===== src/rtl/piso_shift_transmitter_if.sv =====
// Load handshake, bit strobe and serial output bundle for piso_shift_transmitter.
// master = word source / bit clock, slave = transmitter.
interface piso_shift_transmitter_if #(
    parameter int WIDTH = 4
) ();
    logic [WIDTH-1:0] din;
    logic             load_valid;
    logic             load_ready;
    logic             shift_en;
    logic             sout;
    logic             sout_valid;
    logic             frame_last;
    logic             done;

    modport master (
        output din,
        output load_valid,
        output shift_en,
        input  load_ready,
        input  sout,
        input  sout_valid,
        input  frame_last,
        input  done
    );

    modport slave (
        input  din,
        input  load_valid,
        input  shift_en,
        output load_ready,
        output sout,
        output sout_valid,
        output frame_last,
        output done
    );
endinterface


===== src/rtl/piso_shift_transmitter.sv =====
// Parallel-in serial-out transmitter with valid/ready load and bit strobe.
// Define PISO_PARITY_EN to append a parity bit (sense set by PARITY_ODD).
module piso_shift_transmitter #(
    parameter int WIDTH      = 4,
    parameter int MSB_FIRST  = 1,
    parameter int PARITY_ODD = 0
) (
    input logic                   clk,
    input logic                   reset,
    piso_shift_transmitter_if.slave bus
);
    localparam int CW = (WIDTH > 2) ? $clog2(WIDTH) : 1;
    localparam logic [CW-1:0] LAST = CW'(WIDTH - 1);

    if (WIDTH < 2 || PARITY_ODD < 0 || PARITY_ODD > 1) begin : g_bad_param
        $error("piso_shift_transmitter: illegal parameter value");
    end

`ifdef PISO_PARITY_EN
    typedef enum logic [1:0] {IDLE, SHIFT, PARITY} state_t;
`else
    typedef enum logic [1:0] {IDLE, SHIFT} state_t;
`endif

    state_t           state;
    state_t           state_next;
    logic [WIDTH-1:0] shreg;
    logic [CW-1:0]    cnt;
    logic             done_q;
    logic             finish;
    logic             last_data;
    logic             ready_c;
    logic             valid_c;
    logic             last_c;
    logic [WIDTH-1:0] shifted;
`ifdef PISO_PARITY_EN
    logic             par_q;
    logic [WIDTH-1:0] par_word;
`endif

    assign last_data = (cnt == LAST);

    always_ff @(posedge clk or negedge reset) begin
        if (!reset) begin
            state <= IDLE;
        end else begin
            state <= state_next;
        end
    end

    always_comb begin
        state_next = state;
        ready_c    = 1'b0;
        valid_c    = 1'b0;
        last_c     = 1'b0;
        finish     = 1'b0;
        unique case (state)
            IDLE: begin
                ready_c = 1'b1;
                if (bus.load_valid) begin
                    state_next = SHIFT;
                end
            end
            SHIFT: begin
                valid_c = 1'b1;
`ifdef PISO_PARITY_EN
                if (bus.shift_en && last_data) begin
                    state_next = PARITY;
                end
`else
                last_c = last_data;
                if (bus.shift_en && last_data) begin
                    state_next = IDLE;
                    finish     = 1'b1;
                end
`endif
            end
`ifdef PISO_PARITY_EN
            PARITY: begin
                valid_c = 1'b1;
                last_c  = 1'b1;
                if (bus.shift_en) begin
                    state_next = IDLE;
                    finish     = 1'b1;
                end
            end
`endif
            default: state_next = IDLE;
        endcase
    end

    // Shifting toward the output end with zero fill leaves shreg clear at
    // frame end, so sout idles at 0 straight from the register.
    if (MSB_FIRST != 0) begin : g_msb
        assign shifted  = {shreg[WIDTH-2:0], 1'b0};
        assign bus.sout = shreg[WIDTH-1];
`ifdef PISO_PARITY_EN
        assign par_word = {par_q, {(WIDTH-1){1'b0}}};
`endif
    end else begin : g_lsb
        assign shifted  = {1'b0, shreg[WIDTH-1:1]};
        assign bus.sout = shreg[0];
`ifdef PISO_PARITY_EN
        assign par_word = {{(WIDTH-1){1'b0}}, par_q};
`endif
    end

    always_ff @(posedge clk or negedge reset) begin
        if (!reset) begin
            shreg  <= '0;
            cnt    <= '0;
            done_q <= 1'b0;
`ifdef PISO_PARITY_EN
            par_q  <= 1'b0;
`endif
        end else begin
            done_q <= finish;
            if (state == IDLE && bus.load_valid) begin
                shreg <= bus.din;
                cnt   <= '0;
`ifdef PISO_PARITY_EN
                par_q <= (^bus.din) ^ (PARITY_ODD != 0);
`endif
            end else if (state == SHIFT && bus.shift_en) begin
                if (last_data) begin
                    cnt <= '0;
`ifdef PISO_PARITY_EN
                    // Parity bit drops into the output slot as data runs out.
                    shreg <= par_word;
`else
                    shreg <= '0;
`endif
                end else begin
                    cnt   <= cnt + 1'b1;
                    shreg <= shifted;
                end
            end
`ifdef PISO_PARITY_EN
            else if (state == PARITY && bus.shift_en) begin
                shreg <= '0;
            end
`endif
        end
    end

    assign bus.load_ready = ready_c;
    assign bus.sout_valid = valid_c;
    assign bus.frame_last = last_c;
    assign bus.done       = done_q;
endmodule


===== src/flat_wrapper.sv =====
// flat-port wrapper written by rule: the top's interface ports become plain ports
module piso_shift_transmitter_flat 
#(
    parameter int WIDTH      = 4,
    parameter int MSB_FIRST  = 1,
    parameter int PARITY_ODD = 0
)
  (clk, reset, bus_din, bus_load_valid, bus_shift_en, bus_load_ready, bus_sout, bus_sout_valid, bus_frame_last, bus_done);
  piso_shift_transmitter_if #(.WIDTH(WIDTH)) bus_i ();
  input logic clk;
  input logic reset;
  input wire logic [$bits(bus_i.din)-1:0] bus_din;
  input wire logic [$bits(bus_i.load_valid)-1:0] bus_load_valid;
  input wire logic [$bits(bus_i.shift_en)-1:0] bus_shift_en;
  output wire logic [$bits(bus_i.load_ready)-1:0] bus_load_ready;
  output wire logic [$bits(bus_i.sout)-1:0] bus_sout;
  output wire logic [$bits(bus_i.sout_valid)-1:0] bus_sout_valid;
  output wire logic [$bits(bus_i.frame_last)-1:0] bus_frame_last;
  output wire logic [$bits(bus_i.done)-1:0] bus_done;
  assign bus_i.din = bus_din;
  assign bus_i.load_valid = bus_load_valid;
  assign bus_i.shift_en = bus_shift_en;
  assign bus_load_ready = bus_i.load_ready;
  assign bus_sout = bus_i.sout;
  assign bus_sout_valid = bus_i.sout_valid;
  assign bus_frame_last = bus_i.frame_last;
  assign bus_done = bus_i.done;
  piso_shift_transmitter #(.WIDTH(WIDTH), .MSB_FIRST(MSB_FIRST), .PARITY_ODD(PARITY_ODD)) u_core (.clk(clk), .reset(reset), .bus(bus_i));
endmodule

===== config.mk =====
export PLATFORM = sky130hd
export DESIGN_NAME = piso_shift_transmitter_flat
export DESIGN_NICKNAME = d
export VERILOG_FILES = /design/src/rtl/piso_shift_transmitter_if.sv /design/src/rtl/piso_shift_transmitter.sv /design/src/flat_wrapper.sv
export SDC_FILE = /design/constraint.sdc
export NUM_CORES = 1
export LEC_CHECK = 0
export ABC_AREA = 1
export CAP_MARGIN = 15
export CORE_AREA = 2 2 39 41
export DETAILED_ROUTE_END_ITERATION = 10
export DIE_AREA = 0 0 41 43
export PLACE_DENSITY = 0.64
export SKIP_CTS_REPAIR_TIMING = 1
export SYNTH_ARGS = -nofsm -noshare
export SYNTH_HDL_FRONTEND = slang
export SYNTH_SLANG_ARGS = --single-unit

===== constraint.sdc =====
create_clock -name clk -period 3.26 [get_ports clk]
set_input_delay 0.652 -clock clk [delete_from_list [all_inputs] [get_ports clk]]
set_output_delay 0.652 -clock clk [all_outputs]
set_load 0.01 [all_outputs]

==> qor.log <==
[status] run status complete, no violations
[die] die width 41 um
[logic_synthesis] area share of the leading cell type in the synthesized netlist 47.9%
[route] number of nets with antenna violations after detailed routing 0
[route] number of vias after detailed routing 373
[logic_synthesis] area fraction in and, or, nand and nor cells after synthesis 34.1%
[sta] final hold viol count 0
[die] I/O pin count 13
[die] die footprint 0.00176 mm2
[placement] Final GP Congestion 0.721
[die] area of the core 0.00138 mm2
[sta] maximum clock skew at final layout 0.00120 ns
[global_route] GRT Resource Usage Total 13.1%
[clock_network] Max H-tree Level 1
[sta] number of failing setup endpoints in the final timing report 0
[logic_synthesis] Area contributors post-synth dfrtp_1 48%, nand2_1 18%, nand3_1 8.4%, inv_1 6.3%, ha_1 6.0%
[finish] Layout Area Growth over Synthesis 38.9%
[sta] Least-Margin Pin Slew 0.384 ns
[clock_network] clock slew at reported path FFs 0.05 ns
[logic_synthesis] post-synth top area cell dfrtp_1
[power_and_ir_drop] peak ir drop on the vdd network 343 uV
[power_and_ir_drop] cell internal power dissipation 0.272 mW
[route] via count normalized by instance count 4.44
[finish] most common library cell in the layout ignoring fill and taps nand2_1
[logic_synthesis] XOR/XNOR Fraction of Synth Area 0%
[placement] Post-DP HPWL 651 um
[route] DRC violations left 0
[worst_setup_path] Required @ worst endpoint 2.61 ns
[placement] count of buffers from port buffering 12
[logic_synthesis] mean area per synthesized cell 7.88 um2
[route] number of iterations in the first detailed-routing pass 1
[sta] Slew Limit Fails 0
[clock_network] number of buffers inserted during clock tree synthesis 3
[power_and_ir_drop] reported leakage power 0.324 nW
[logic_synthesis] YS warnings 0
[die] Vert. Die Dim 43 um
[sta] setup repair after global routing missed its margin false
[worst_setup_path] worst-path fanout max 4
[sta] worst hold margin 0.479 ns
[sta] final-layout setup total negative slack 0 ns
[worst_setup_path] Crit. End Element output pin
[power_and_ir_drop] portion of total power attributed to sequential cells 37.4%
[global_route] number of antenna violations at the first check in global routing 0
[global_route] wire length of the first global-routing pass 1470 um
[power_and_ir_drop] Gate power share 45.3%
[hold_path] HP Class flop to flop
[placement] total placed cells including tap cells 81
[sta] maximum clock rate 477 MHz
[sta] crit share post-route 64.3%
[worst_setup_path] arrival time reported for the critical path endpoint 1.44 ns
[logic_synthesis] combinational family with the most area after synthesis simple AND/OR/NAND/NOR gates
[logic_synthesis] post-synthesis sequential element count 8
[route] Routed Wire Length 853 um
[logic_synthesis] cell count after synthesis 53
[route] detailed-route wire length per cell 10.2 um
[clock_network] clock tree sinks 8
[job] MaxCap Viol Count 0
[logic_synthesis] count of distinct cell types in the synthesized netlist 12
[die] FP Rows 14
[power_and_ir_drop] Sw Ratio 38.0%
[global_route] number of global-route vias before repair 365
[power_and_ir_drop] power spent charging and discharging nets 0.167 mW
[finish] net count of the finished layout 80
[route] initial detailed-routing violation count 0
[finish] highest-count cells in the layout ignoring fill and taps 20 x nand2_1, 12 x clkdlybuf4s50_1, 8 x dfrtp_1
[logic_synthesis] post-synthesis adder-cell area fraction 5.99%
[finish] total of fill cells in the finished design 159
[sta] Slew HR 74.3%
[logic_synthesis] multiplexer share of the synthesized area 0%
[finish] Post-Layout Cell Count 84
[global_route] pin count of the biggest net entering global routing 9
[power_and_ir_drop] Pwr Density 756 mW/mm2
[logic_synthesis] Net Count, Synth 63
[clock_network] worst-skew pair later-pin latency 0.25 ns
[global_route] Remaining Overflow, GRT 0
[power_and_ir_drop] clock share of power 17.3%
[finish] number of antenna cells inserted 0
[logic_synthesis] Netlist Area Pre-Place 418 um2
[clock_network] CTS tree yes
[sta] post-route minimum period 2.10 ns
[logic_synthesis] compound-gate portion of the synthesized area 2.40%
[logic_synthesis] share of synthesized area occupied by flip-flops and latches 47.9%
[die] Initial Util 30.2%
[clock_network] root buffer cell clkbuf_4
[clock_network] clock tree buffer depth 2
[finish] fraction of layout instances using a drive strength above 1 13.2%
[worst_setup_path] CP startpoint kind flop
[worst_setup_path] start-to-end type of the worst setup path flop to output pin
registers in the layout, indices dropped and copies added, names as in the netlist:
name,count
u_core.bus.done,1
u_core.cnt,2
u_core.shreg,4
u_core.state,1
critical path, cell delays in order (launching register included):
cell and delay, ns:
dfrtp_1 0.40, ha_1 0.16, nand2_1 0.06, inv_2 0.06, clkdlybuf4s50_1 0.52
power by group through the flow:
stage          registers [mW]  clock network (mW)  logic [mW]
2_1_floorplan           0.166                   0       0.118
3_3_place_gp            0.164                   0       0.196
3_5_place_dp            0.165                   0       0.202
4_1_cts                 0.165              0.0808       0.204
5_1_grt                 0.170              0.0851       0.228
6_report                0.164              0.0758       0.199
worst paths after layout:
kind,start,to,slack (ns),cells after the start
hold reg to reg,u_core.shreg[2],u_core.shreg[2],0.48,2
setup reg to reg,u_core.cnt[0],u_core.cnt[0],2.11,3
setup / recovery,u_core.cnt[0],bus_frame_last,1.16,4
min in group asynchronous,reset,u_core.shreg[1],0.69,1
hold / removal,u_core.shreg[2],u_core.shreg[2],0.48,2
max in group asynchronous,reset,u_core.cnt[0],2.30,1
per-layer routing:
metal	GRT usage (%)	up-vias	wire length, um
li1	-	190	-
met1	15.5	171	395
met2	18.1	10	396
met3	4.71	2	54
met4	10.0	0	6
met5	0	-	0
cell usage after synthesis:
cell,count
inv_2,2
dfrtp_1,8
inv_1,7
nand3_1,7
nand2_1,20
nand2_4,2
ha_1,2
a21oi_1,1
nor2_1,1
or2_2,1
o21ai_1,1
inv_4,1
cell families (layout without fill, tap and decap cells):
family / after synthesis / count (layout)
compound gates: 2 / 2
fa+ha+maj: 2 / 2
buf+inv: 10 / 25
flops: 8 / 8
simple gates: 31 / 31
cell type report:
cell class	count	area, um2	area share [%]
multi-input cells	35	178	30.6
clock buffers	3	22.5	3.88
repair buffers	12	120	20.7
inverters	10	40.0	6.90
well taps	16	20.0	3.45
flip-flops and latches	8	200	34.5
through the flow:
| stage | instance area [um2] | setup slack, ns | utilization [%] | power [mW] |
|---|---|---|---|---|
| 4_1_cts | 581 | 1.14 | 42.0 | 0.449 |
| 5_1_grt | 581 | 1.06 | 42.0 | 0.483 |
| 3_5_place_dp | 558 | 1.45 | 40.3 | 0.368 |
| 3_3_place_gp | 558 | 1.45 | 40.3 | 0.361 |
| 2_1_floorplan | 418 | 1.92 | - | 0.284 |
| 6_report | 581 | 1.16 | 42.0 | 0.439 |
Power figures use the tool's default switching activity.
